===== src/rtl/vx_barrier_unit.sv =====
// Barrier responder: per-id arrival counting, warp stall tracking, release pulses.
// Optional VX_GBAR_EN adds a global-barrier request/response path.
module vx_barrier_unit #(
  parameter int NUM_WARPS    = 4,
  parameter int NUM_BARRIERS = 4,
  parameter int NW_WIDTH     = (NUM_WARPS > 1) ? $clog2(NUM_WARPS) : 1,
  parameter int NB_WIDTH     = (NUM_BARRIERS > 1) ? $clog2(NUM_BARRIERS) : 1
) (
  input  logic                 clk,
  input  logic                 reset,
  input  logic                 req_valid,
  output logic                 req_ready,
  input  logic [NW_WIDTH-1:0]  req_wid,
  input  logic [NB_WIDTH-1:0]  req_id,
  input  logic [NW_WIDTH-1:0]  req_size_m1,
  input  logic                 req_is_noop,
  input  logic                 req_is_global,
  output logic [NUM_WARPS-1:0] stall_wmask,
  output logic                 rel_valid,
  output logic [NB_WIDTH-1:0]  rel_id,
  output logic [NUM_WARPS-1:0] rel_wmask,
  output logic                 err_valid
`ifdef VX_GBAR_EN
  ,
  output logic                 gbar_req_valid,
  output logic [NB_WIDTH-1:0]  gbar_req_id,
  output logic [NW_WIDTH-1:0]  gbar_req_size_m1,
  input  logic                 gbar_req_ready,
  input  logic                 gbar_rsp_valid,
  input  logic [NB_WIDTH-1:0]  gbar_rsp_id
`endif
);

  typedef logic [NUM_WARPS-1:0] wmask_t;

  // arr_*: every arrival (noop too); wait_*: only warps actually held
  logic [NW_WIDTH-1:0] cnt_q [NUM_BARRIERS];
  logic [NW_WIDTH-1:0] cnt_d [NUM_BARRIERS];
  logic [NW_WIDTH-1:0] size_q [NUM_BARRIERS];
  logic [NW_WIDTH-1:0] size_d [NUM_BARRIERS];
  wmask_t arr_q [NUM_BARRIERS];
  wmask_t arr_d [NUM_BARRIERS];
  wmask_t wait_q [NUM_BARRIERS];
  wmask_t wait_d [NUM_BARRIERS];
  logic [NUM_BARRIERS-1:0] svld_q, svld_d;

  wmask_t stall_q, stall_d;
  logic rel_v_q, rel_v_d;
  logic [NB_WIDTH-1:0] rel_id_q, rel_id_d;
  wmask_t rel_m_q, rel_m_d;
  logic err_q, err_d;

  logic acc;
  logic loc_rel;
  logic [NW_WIDTH-1:0] eff_size;
  wmask_t wbit;

`ifdef VX_GBAR_EN
  wmask_t garr_q [NUM_BARRIERS];
  wmask_t garr_d [NUM_BARRIERS];
  wmask_t gwait_q [NUM_BARRIERS];
  wmask_t gwait_d [NUM_BARRIERS];
  logic greq_v_q, greq_v_d;
  logic [NB_WIDTH-1:0] greq_id_q, greq_id_d;
  logic [NW_WIDTH-1:0] greq_sz_q, greq_sz_d;
  logic pend_q, pend_d;
  logic [NB_WIDTH-1:0] pend_id_q, pend_id_d;
  logic gsel_v;
  logic [NB_WIDTH-1:0] gsel_id;

  assign req_ready        = reset & ~greq_v_q;
  assign gbar_req_valid   = greq_v_q;
  assign gbar_req_id      = greq_id_q;
  assign gbar_req_size_m1 = greq_sz_q;
`else
  assign req_ready = reset;
`endif

  assign acc         = req_valid & req_ready;
  assign wbit        = wmask_t'(1) << req_wid;
  assign eff_size    = svld_q[req_id] ? size_q[req_id] : req_size_m1;
  assign stall_wmask = stall_q;
  assign rel_valid   = rel_v_q;
  assign rel_id      = rel_id_q;
  assign rel_wmask   = rel_m_q;
  assign err_valid   = err_q;

  always_comb begin
    cnt_d    = cnt_q;
    size_d   = size_q;
    arr_d    = arr_q;
    wait_d   = wait_q;
    svld_d   = svld_q;
    stall_d  = stall_q;
    rel_v_d  = 1'b0;
    rel_id_d = '0;
    rel_m_d  = '0;
    err_d    = 1'b0;
    loc_rel  = 1'b0;
`ifdef VX_GBAR_EN
    garr_d    = garr_q;
    gwait_d   = gwait_q;
    greq_v_d  = greq_v_q & ~gbar_req_ready;
    greq_id_d = greq_id_q;
    greq_sz_d = greq_sz_q;
    pend_d    = pend_q;
    pend_id_d = pend_id_q;
    gsel_v    = pend_q | gbar_rsp_valid;
    gsel_id   = pend_q ? pend_id_q : gbar_rsp_id;
`endif
    if (acc) begin
      if (stall_q[req_wid]) begin
        err_d = 1'b1;
`ifdef VX_GBAR_EN
      end else if (req_is_global) begin
        garr_d[req_id] = garr_q[req_id] | wbit;
        if (!req_is_noop) begin
          gwait_d[req_id] = gwait_q[req_id] | wbit;
          stall_d         = stall_d | wbit;
        end
        greq_v_d  = 1'b1;
        greq_id_d = req_id;
        greq_sz_d = req_size_m1;
`endif
      end else begin
        if (svld_q[req_id] && req_size_m1 != size_q[req_id]) err_d = 1'b1;
        if (cnt_q[req_id] == eff_size) begin
          loc_rel        = 1'b1;
          rel_v_d        = 1'b1;
          rel_id_d       = req_id;
          rel_m_d        = arr_q[req_id] | wbit;
          stall_d        = stall_d & ~wait_q[req_id];
          cnt_d[req_id]  = '0;
          arr_d[req_id]  = '0;
          wait_d[req_id] = '0;
          svld_d[req_id] = 1'b0;
        end else begin
          cnt_d[req_id]  = cnt_q[req_id] + 1'b1;
          size_d[req_id] = eff_size;
          svld_d[req_id] = 1'b1;
          arr_d[req_id]  = arr_q[req_id] | wbit;
          if (!req_is_noop) begin
            wait_d[req_id] = wait_q[req_id] | wbit;
            stall_d        = stall_d | wbit;
          end
        end
      end
    end
`ifdef VX_GBAR_EN
    // A local release owns the rel port; a colliding response waits one slot
    if (gbar_rsp_valid && (loc_rel || pend_q)) begin
      pend_d    = 1'b1;
      pend_id_d = gbar_rsp_id;
    end
    if (gsel_v && !loc_rel) begin
      if (pend_q && !gbar_rsp_valid) pend_d = 1'b0;
      rel_v_d          = 1'b1;
      rel_id_d         = gsel_id;
      rel_m_d          = garr_q[gsel_id];
      stall_d          = stall_d & ~gwait_q[gsel_id];
      garr_d[gsel_id]  = garr_d[gsel_id] & ~garr_q[gsel_id];
      gwait_d[gsel_id] = gwait_d[gsel_id] & ~gwait_q[gsel_id];
    end
`endif
  end

  always_ff @(posedge clk) begin
    if (!reset) begin
      cnt_q    <= '{default: '0};
      size_q   <= '{default: '0};
      arr_q    <= '{default: '0};
      wait_q   <= '{default: '0};
      svld_q   <= '0;
      stall_q  <= '0;
      rel_v_q  <= 1'b0;
      rel_id_q <= '0;
      rel_m_q  <= '0;
      err_q    <= 1'b0;
`ifdef VX_GBAR_EN
      garr_q    <= '{default: '0};
      gwait_q   <= '{default: '0};
      greq_v_q  <= 1'b0;
      greq_id_q <= '0;
      greq_sz_q <= '0;
      pend_q    <= 1'b0;
      pend_id_q <= '0;
`endif
    end else begin
      cnt_q    <= cnt_d;
      size_q   <= size_d;
      arr_q    <= arr_d;
      wait_q   <= wait_d;
      svld_q   <= svld_d;
      stall_q  <= stall_d;
      rel_v_q  <= rel_v_d;
      rel_id_q <= rel_id_d;
      rel_m_q  <= rel_m_d;
      err_q    <= err_d;
`ifdef VX_GBAR_EN
      garr_q    <= garr_d;
      gwait_q   <= gwait_d;
      greq_v_q  <= greq_v_d;
      greq_id_q <= greq_id_d;
      greq_sz_q <= greq_sz_d;
      pend_q    <= pend_d;
      pend_id_q <= pend_id_d;
`endif
    end
  end

endmodule

===== config.mk =====
export PLATFORM = sky130hd
export DESIGN_NAME = vx_barrier_unit
export DESIGN_NICKNAME = d
export VERILOG_FILES = /design/src/rtl/vx_barrier_unit.sv
export SDC_FILE = /design/constraint.sdc
export NUM_CORES = 1
export LEC_CHECK = 0
export CAP_MARGIN = 20
export CORE_ASPECT_RATIO = 1.4
export CORE_MARGIN = 1.5
export CORE_UTILIZATION = 51
export DETAILED_ROUTE_END_ITERATION = 8
export PLACE_DENSITY = 0.74
export SLEW_MARGIN = 25
export SYNTH_ARGS = -nofsm -noshare
export SYNTH_HDL_FRONTEND = slang
export SYNTH_SLANG_ARGS = --single-unit

===== constraint.sdc =====
create_clock -name clk -period 2.2 [get_ports clk]
set_input_delay 0.22 -clock clk [delete_from_list [all_inputs] [get_ports clk]]
set_output_delay 0.22 -clock clk [all_outputs]
set_load 0.05 [all_outputs]

==> results.py, run 1 <==
metrics = {
    "timing": {
        "finalHoldViolCount": 0,
        "clock_skew_ns": 0.0124,
        "period_needed_ns": 2.19,
        "final_max_slew_viol_count": 0,
        "rsz0062_at_grt": "true",
        "worst_pin_slew_ns": 0.564,
        "timing.final.crit_share_pct": 99.7,
        "setup_viol": 0,
        "max_clock_freq_mhz": 456,
        "relSlewSlack_pct": 62.4,
        "tns_ns": 0,
    },
    "yosys": {
        "synth_top_area_cell": "dfxtp_1",
        "synth_edf_count": 0,
        "synthArstFlopShare_pct": 0,
        "seq_area_frac_synth_pct": 46.3,
        "synthTopCellsByArea": "dfxtp_1, mux4_2, nand2_1",
        "synthCells": 270,
        "syn_avg_cell_area_um2": 10.3,
        "ys_types": 35,
        "synth.net_count": 281,
        "netlist_area_um2": 2770,
        "synth_top_area_share_pct": 46.3,
        "ys.flop_type": "dfxtp_1",
        "yosysWarningCount": 0,
        "synth_seq_cells": 64,
    },
    "detailed_routing": {
        "vias": 2444,
        "vias_per_cell": 5.71,
        "drc": 0,
        "wl_um": 7480,
        "final_antenna_net_count": 0,
        "post_drt_wl_per_cell_um": 17.5,
        "drtIter0Drc": 167,
        "drtPass1Iterations": 4,
    },
    "worst_setup_path": {
        "worstPathMaxFanout": 8,
        "required_ns": 2.45,
        "critPathArrivalTime_ns": 2.45,
        "path_class": "in -> reg",
        "r2r_cells": 5,
        "end_kind": "flop",
        "crit_path_start_kind": "input port",
        "cp.depth": 8,
        "cpMostUsedCell": "buf_4",
        "rr_startpoint": "stall_wmask[3]",
        "cp_top_family": "buffers and inverters",
        "slowest_delay_ns": 0.55,
        "crit_chain": "clkdlybuf4s50_1, buf_4, mux4_2, and3_1, mux2i_1, buf_4, nand3b_1, o2bb2ai_2",
        "cp.buffers_inverters": 3,
        "reg2reg_slack_ns": 0.006,
        "r2r_end": "wait_q[15]",
        "slowest_stage": "clkdlybuf4s50_1",
    },
    "clock_network": {
        "cts_sinks": 64,
        "ctsLongestPathBuffers": 2,
        "numCtsBuffers": 9,
        "h-tree-depth": 3,
        "cts_hold_buf": 0,
        "tritoncts": "done",
        "cts_root_buf": "clkbuf_8",
        "clk_pin_slew_worst_paths_ns": 0.08,
        "insertion_delay_ns": 0.36,
    },
    "min_path": {
        "hp-start": "req_wid[0]",
        "holdPathEnd": "stall_wmask[3]",
        "hp-class": "in -> reg",
        "whs_path_depth": 4,
    },
    "layout": {
        "utilization_pct": 74.1,
        "fin_cells": 428,
        "diodes": 0,
        "final_cell_mix": "buf_4, dfxtp_1, nand2_1",
        "mostFrequentLayoutCell": "buf_4",
        "final_area_um2": 3850,
        "drive_gt1_share_pct": 34.0,
        "area_growth_pct": 39.1,
        "nFillCells": 356,
        "final_nets": 368,
    },
    "pwr": {
        "leakagePower_nw": 1.55,
        "peakVddDrop_mv": 0.474,
        "p_per_area_nw_per_um2": 696,
    },
    "grt": {
        "grt-ovfl-total": 0,
        "grt_max_degree": 25,
        "track_usage_pct": 26.6,
        "grt_pass1_vias": 2508,
        "grt_antenna_before_repair": 0,
        "grt_pass1_wl_um": 11900,
    },
    "die": {
        "initial_utilization_pct": 53.3,
        "core_um2": 5200,
        "die_area_um2": 5890,
        "die_y_um": 90.2,
        "io_pins": 24,
        "rows": 31,
        "dieWidth_um": 65.3,
    },
    "placed_design": {
        "gp_congestion": 0.860,
        "placed_area_um2": 3530,
        "place.port_buffers": 22,
        "dp.cells": 406,
        "dpl.hpwl_um": 5350,
    },
    "outcome": {
        "status": "finished clean",
    },
    "flow_run": {
        "cap_violations": 0,
    },
}
-- power by group --
part | switching, mW | total (mW) | leakage [nW] | internal (mW)
Sequential | 0.0114 | 1.19 | 0.519 | 1.18
Clock | 0.501 | 1.15 | 0.110 | 0.649
Combinational | 0.179 | 0.340 | 0.919 | 0.161
Total | 0.692 | 2.68 | 1.55 | 1.99
-- tightest hold or removal path, delay by kind of cell --
kind | cells | cell delay (ns)
AO/OA/AOI/OAI | 2 | 0.19
buffers and inverters | 2 | 0.31
-- metal layers --
metal | part of all wire [%] | track usage (%) | routed length (um) | vias to the layer above
met5 | 0 | 0 | 0 | -
met4 | 2.7 | 11.5 | 204 | 0
met3 | 5.5 | 5.88 | 411 | 24
met2 | 51 | 47.5 | 3840 | 93
met1 | 40 | 29.5 | 3020 | 1178
li1 | - | - | - | 1149
-- cells by family (layout without fill, tap and decap cells) --
family / after synthesis / after routing / share of synthesized area (%)
and+or+nand+nor: 83 / 83 / 13.3
DFF: 64 / 64 / 46.3
AOI/OAI and AO/OA: 69 / 69 / 17.6
xor gates and xnor gates: 7 / 7 / 2.48
buffers and inverters: 21 / 113 / 4.02
muxes: 26 / 26 / 16.4
-- per-stage QoR --
step                setup slack [ns]  power [mW]  hold slack, ns
floorplan                     0.0125        1.38           0.366
global placement              -0.472        1.53           0.429
detailed placement            -0.521        1.53           0.438
CTS                           0.0150        2.66           0.455
global route                 -0.0563        2.76           0.439
finish                       0.00597        2.68           0.414
-- how the worst max path moves through the flow --
| stage | startpoint | endpoint | slack (ns) |
|---|---|---|---|
| after floorplan | req_id[0] | stall_wmask[3] | 0.01 |
| after global placement | req_id[0] | arr_q[9] | -0.47 |
| after detailed placement | req_id[0] | size_q[2] | -0.52 |
| after CTS | req_wid[0] | wait_q[11] | 0.01 |
| after global routing | req_id[1] | wait_q[14] | -0.06 |
| final | req_id[1] | wait_q[15] | 0.006 |
-- cells in the mapped netlist (all sizes together), types with 2 or more instances --
master / number
or4: 4
o21ai: 22
nand2: 43
xnor2: 4
dfxtp: 64
nand3b: 4
buf: 11
a21o: 4
clkbuf: 4
a21oi: 11
o2bb2ai: 16
mux4: 14
o31ai: 4
inv: 5
nor2: 21
a221oi: 2
nor2b: 2
and2: 4
and3: 2
a22oi: 2
o211ai: 3
o2111ai: 5
mux2i: 11
xor2: 3
-- cell type report --
class | instances | area [um^2] | area share [%]
clock buffers | 9 | 124 | 3.22
clock inverters | 7 | 103 | 2.66
inverters | 6 | 27.5 | 0.715
multi-input cells | 185 | 1440 | 37.3
flip-flops and latches | 64 | 1290 | 33.4
well taps | 66 | 82.6 | 2.14
repair buffers | 91 | 791 | 20.5
-- state kept, by name, summed over array words and instances, names as in the netlist, named ones only --
| name | flops |
|---|---|
| cnt_q | 8 |
| size_q | 8 |
| stall_wmask | 4 |
| arr_q | 16 |
| wait_q | 16 |
| err_valid | 1 |
| rel_wmask | 4 |
| rel_valid | 1 |
| rel_id | 2 |
-- what timing repair did --
item	4_1_cts	5_1_grt
pin swaps	0	6
setup endpoints to repair	58	25
resized for setup	7	7
setup buffers	0	6
No activity file was read; power rests on OpenSTA's default activity.
==> run 2, diff against run 1 <==
--- a/config.mk
+++ b/config.mk
@@ -11,6 +11,7 @@
 export CORE_UTILIZATION = 51
 export DETAILED_ROUTE_END_ITERATION = 8
 export PLACE_DENSITY = 0.74
+export SETUP_SLACK_MARGIN = 0.15
 export SLEW_MARGIN = 25
 export SYNTH_ARGS = -nofsm -noshare
 export SYNTH_HDL_FRONTEND = slang
==> run 2 against run 1 <==
Sequential power barely moved. Register-to-register slack gained 0.03 ns. Cell count shrank 2.1%. Maximum frequency grew 1.4%. Core utilization increased by 0.31 points. Worst hold slack improved by 0.040 ns. Worst setup slack improved by 0.030 ns. Sequential cell count is the same. Highest routed layer unchanged.
==> results.py, run 2 (synthesis gave the netlist of run 1 again) <==
metrics = {
    "outcome": {
        "status": "finished clean",
    },
    "timing": {
        "finalHoldViolCount": 0,
        "worst_pin_slew_ns": 0.625,
        "final_max_slew_viol_count": 0,
        "clock_skew_ns": 0.0115,
        "timing.final.crit_share_pct": 98.4,
        "period_needed_ns": 2.16,
        "setup_viol": 0,
        "rsz0062_at_grt": "true",
        "relSlewSlack_pct": 58.3,
        "max_clock_freq_mhz": 462,
        "whs_ns": 0.454,
    },
    "min_path": {
        "hp-class": "reg -> reg",
    },
    "grt": {
        "track_usage_pct": 27.1,
        "grt_max_degree": 25,
        "grt_pass1_vias": 2503,
        "grt_pass1_wl_um": 11900,
        "grt-ovfl-total": 0,
        "grt_antenna_before_repair": 0,
    },
    "clock_network": {
        "cts_hold_buf": 0,
        "ctsLongestPathBuffers": 2,
        "insertion_delay_ns": 0.35,
        "numCtsBuffers": 9,
        "h-tree-depth": 3,
        "tritoncts": "done",
        "cts_sinks": 64,
        "cts_root_buf": "clkbuf_8",
        "clk_pin_slew_worst_paths_ns": 0.08,
    },
    "detailed_routing": {
        "vias": 2445,
        "vias_per_cell": 5.84,
        "final_antenna_net_count": 0,
        "drtIter0Drc": 160,
        "post_drt_wl_per_cell_um": 18.1,
        "drtPass1Iterations": 4,
        "wl_um": 7590,
        "drc": 0,
    },
    "layout": {
        "final_area_um2": 3870,
        "mostFrequentLayoutCell": "dfxtp_1",
        "diodes": 0,
        "final_cell_mix": "dfxtp_1, buf_4, nand2_1",
        "drive_gt1_share_pct": 37.4,
        "final_nets": 359,
        "top_regs": "arr_q x16, wait_q x16",
        "nFillCells": 358,
        "area_growth_pct": 39.7,
    },
    "die": {
        "die_area_um2": 5890,
        "rows": 31,
        "die_y_um": 90.2,
        "core_um2": 5200,
        "dieWidth_um": 65.3,
        "initial_utilization_pct": 53.3,
        "io_pins": 24,
    },
    "worst_setup_path": {
        "worstPathMaxFanout": 8,
        "cp_top_family": "multiplexers",
        "path_class": "reg -> reg",
        "crit_chain": "mux4_2, mux2_4, xor2_4, buf_6, buf_6, o211ai_1, a221oi_2",
        "cpMostUsedCell": "buf_6",
        "required_ns": 2.40,
        "critPathArrivalTime_ns": 2.37,
        "crit_path_start_kind": "flop",
        "slowest_delay_ns": 0.53,
        "end_kind": "flop",
        "reg2reg_slack_ns": 0.04,
        "slowest_stage": "mux4_2",
        "cp.buffers_inverters": 2,
    },
    "placed_design": {
        "placed_area_um2": 3440,
        "place.port_buffers": 22,
        "gp_congestion": 0.825,
        "dpl.hpwl_um": 5250,
    },
    "pwr": {
        "peakVddDrop_mv": 0.574,
        "leakagePower_nw": 1.52,
        "p_per_area_nw_per_um2": 680,
        "total_power_mw": 2.63,
    },
    "flow_run": {
        "cap_violations": 0,
    },
}
run 2: cell types whose count changed in the layout (fill, tap and decap cells not counted), moves of 7 or more:
cell / delta
buf_6: +7
o21ai_0: -14
o21ai_1: +7
o21ai_2: +7
buf_4: -13
run 2: path summary, 6_finish.rpt:
| kind | startpoint | endpoint | depth (start not counted) |
|---|---|---|---|
| max | flop | stall_wmask[2] | 7 |
| min | arr_q[15] | arr_q[15] | 2 |
| max reg2reg | flop | stall_wmask[2] | 7 |
| min reg2reg | arr_q[15] | arr_q[15] | 2 |
run 2: repair_timing:
item	4_1_cts	5_1_grt
pin swaps	13	14
gates resized for setup	27	29
setup buffers	3	3
setup endpoints to repair	62	59
run 2: final cells by class:
class / count / area, um^2 / share of cell area, %
clock inverters: 6 / 75.1 / 1.94
flip-flops and latches: 64 / 1300 / 33.6
clock buffers: 10 / 149 / 3.85
repair buffers: 82 / 711 / 18.4
multi-input cells: 185 / 1530 / 39.4
inverters: 6 / 27.5 / 0.712
well taps: 66 / 82.6 / 2.13
run 2: worst reg2reg max path, stage by stage (launching register included):
cell and delay, ns:
dfxtp_2 0.33, mux4_2 0.53, mux2_4 0.40, xor2_4 0.17, buf_6 0.14, buf_6 0.12
o211ai_1 0.25, a221oi_2 0.09
run 2: metrics by stage:
stage	instances	utilization [%]	setup slack [ns]	setup TNS, ns
after floorplan	270	-	0.0390	0
after global placement	397	66.2	-0.503	-25.84
after detailed placement	397	66.2	-0.558	-27.98
after CTS	416	72.8	0.106	0
after global routing	419	74.4	0.0188	0
final	419	74.4	0.0355	0
run 2: per-layer routing:
metal,wire (um),part of all wire (%),track usage (%),up-vias
li1,-,-,-,1138
met1,2840,37,28.3,1196
met2,4140,55,48.4,82
met3,277,3.7,4.63,29
met4,332,4.4,17.0,0
met5,0,0,0,-
run 2: report_power, final:
part / internal, mW / total [mW] / switching, mW
Sequential: 1.18 / 1.19 / 0.0113
Combinational: 0.156 / 0.343 / 0.186
Clock: 0.605 / 1.10 / 0.496
==> run 3, diff against run 2 <==
--- a/config.mk
+++ b/config.mk
@@ -6,7 +6,6 @@
 export NUM_CORES = 1
 export LEC_CHECK = 0
 export CAP_MARGIN = 20
-export CORE_ASPECT_RATIO = 1.4
 export CORE_MARGIN = 1.5
 export CORE_UTILIZATION = 51
 export DETAILED_ROUTE_END_ITERATION = 8
==> run 3 against run 2 <==
The flow now finishes with violations (negative setup slack). Total power fell by 9.0%. Clock power fell by 23%. Via count fell by 0.37%. Core utilization rose by 0.92 points. Critical endpoint unchanged. Largest cell class unchanged. Largest power group unchanged. Highest routed layer unchanged.
==> results.py, run 3 (synthesis gave the netlist of run 1 again) <==
metrics = {
    "timing": {
        "period_needed_ns": 2.22,
        "tns_ns": -0.0163,
        "timing.final.crit_share_pct": 101,
        "worst_slack_ns": -0.0163,
        "rsz0062_at_grt": "true",
        "clock_skew_ns": 0.0120,
        "setup_viol": 1,
        "final_max_slew_viol_count": 0,
        "finalHoldViolCount": 0,
        "worst_pin_slew_ns": 0.549,
        "max_clock_freq_mhz": 451,
        "relSlewSlack_pct": 63.3,
    },
    "layout": {
        "final_cell_mix": "buf_4, dfxtp_1, nand2_1",
        "top_regs": "arr_q x16, wait_q x16",
        "mostFrequentLayoutCell": "buf_4",
        "final_area_um2": 3900,
        "area_growth_pct": 40.7,
        "utilization_pct": 75.4,
        "drive_gt1_share_pct": 38.3,
        "final_nets": 366,
        "diodes": 0,
        "fin_cells": 428,
        "nFillCells": 327,
    },
    "detailed_routing": {
        "drtIter0Drc": 204,
        "drc": 0,
        "post_drt_wl_per_cell_um": 17.6,
        "wl_um": 7540,
        "vias_per_cell": 5.69,
        "dr_wl_met3_um": 401,
        "drt-met1-wl_um": 3250,
        "drtPass1Iterations": 5,
        "top_layer": "met4",
        "wl_met2_um": 3580,
        "final_antenna_net_count": 0,
        "vias": 2436,
    },
    "worst_setup_path": {
        "critPathArrivalTime_ns": 2.45,
        "required_ns": 2.44,
        "path_class": "reg -> reg",
        "crit_path_start_kind": "flop",
        "worstPathMaxFanout": 6,
        "end_kind": "flop",
    },
    "clock_network": {
        "ctsLongestPathBuffers": 2,
        "cts_root_buf": "clkbuf_8",
        "numCtsBuffers": 9,
        "h-tree-depth": 3,
        "clk_pin_slew_worst_paths_ns": 0.07,
        "cts_sinks": 64,
        "tritoncts": "done",
        "cts_hold_buf": 0,
        "insertion_delay_ns": 0.35,
    },
    "die": {
        "die_y_um": 76.7,
        "die_area_um2": 5880,
        "core_um2": 5170,
        "initial_utilization_pct": 53.6,
        "dieWidth_um": 76.7,
        "io_pins": 24,
        "rows": 26,
    },
    "grt": {
        "track_usage_pct": 27.0,
        "grt_pass1_wl_um": 12100,
        "grt_antenna_before_repair": 0,
        "grt-ovfl-total": 0,
        "grt_max_degree": 25,
        "grt_pass1_vias": 2428,
    },
    "pwr": {
        "seq_power_share_pct": 49.6,
        "total_power_mw": 2.39,
        "leakagePower_nw": 1.54,
        "power.switching_mw": 0.628,
        "p_clk_share_pct": 35.6,
        "swShare_pct": 26.2,
        "peakVddDrop_mv": 0.381,
        "p_int_mw": 1.77,
        "p_per_area_nw_per_um2": 614,
        "pwr-share-comb_pct": 14.8,
    },
    "placed_design": {
        "dp.cells": 410,
        "gp_congestion": 0.831,
        "placed_area_um2": 3540,
        "dpl.hpwl_um": 5160,
        "place.port_buffers": 22,
    },
    "flow_run": {
        "cap_violations": 0,
    },
    "outcome": {
        "status": "complete, but fails checks",
        "failed_checks": "negative setup slack",
    },
    "min_path": {
        "hp-class": "reg -> reg",
    },
}
-- run 3: cell types whose count changed in the layout (fill, tap and decap cells not counted), sizes merged --
cell / delta
buf: +7
clkbuf: +4
clkinv: -2
bufinv: -1
clkdlybuf4s50: +1
clkinvlp: -1
dlygate4sd2: -1
dlymetal6s2s: -1
inv: -1
-- run 3: final timing paths --
path                  from              to  slack (ns)  depth (start not counted)
setup / recovery      flop  stall_wmask[2]       -0.02                          6
hold / removal    cnt_q[7]        cnt_q[7]        0.45                          2
setup reg to reg      flop  stall_wmask[2]       -0.02                          6
hold reg to reg   cnt_q[7]        cnt_q[7]        0.45                          2
-- run 3: cell type report --
class,count,area [um^2],area share [%]
Clock inverter,1,5.00,0.128
Timing Repair Buffer,89,771,19.8
Clock buffer,13,149,3.82
Multi-Input combinational cell,185,1560,40.0
Inverter,6,27.5,0.706
Tap cell,70,87.6,2.25
Sequential cell,64,1300,33.3
-- run 3: worst max-delay path, stage by stage (launching register included) --
cell	delay, ns
dfxtp_2	0.32
mux4_2	0.54
mux2_4	0.40
xor2_4	0.24
or3_4	0.20
clkinv_4	0.08
a221oi_2	0.32
-- run 3: what timing repair did --
action	CTS	global route
buffers inserted	1	3
pin swaps	11	18
cloned	0	0
setup endpoints to repair	63	52
resized for setup	16	38
-- run 3: power by group through the flow --
stage	registers, mW	logic, mW	clock network [mW]
detailed placement	1.21	0.312	0
global route	1.19	0.374	0.908
floorplan	1.23	0.154	0
global placement	1.21	0.309	0
finish	1.19	0.355	0.852
CTS	1.19	0.329	0.861
-- run 3: per-stage QoR --
step / setup WS, ns / hold slack, ns
finish: -0.0163 / 0.447
CTS: 0.0635 / 0.455
global route: -0.0677 / 0.465
global placement: -0.494 / 0.432
detailed placement: -0.591 / 0.441
floorplan: 0.0390 / 0.379
-- run 3: per-layer routing --
metal	up-vias	GRT usage, %
li1	1152	-
met1	1171	35.3
met2	87	41.9
met3	26	5.24
met4	0	15.2
met5	-	0
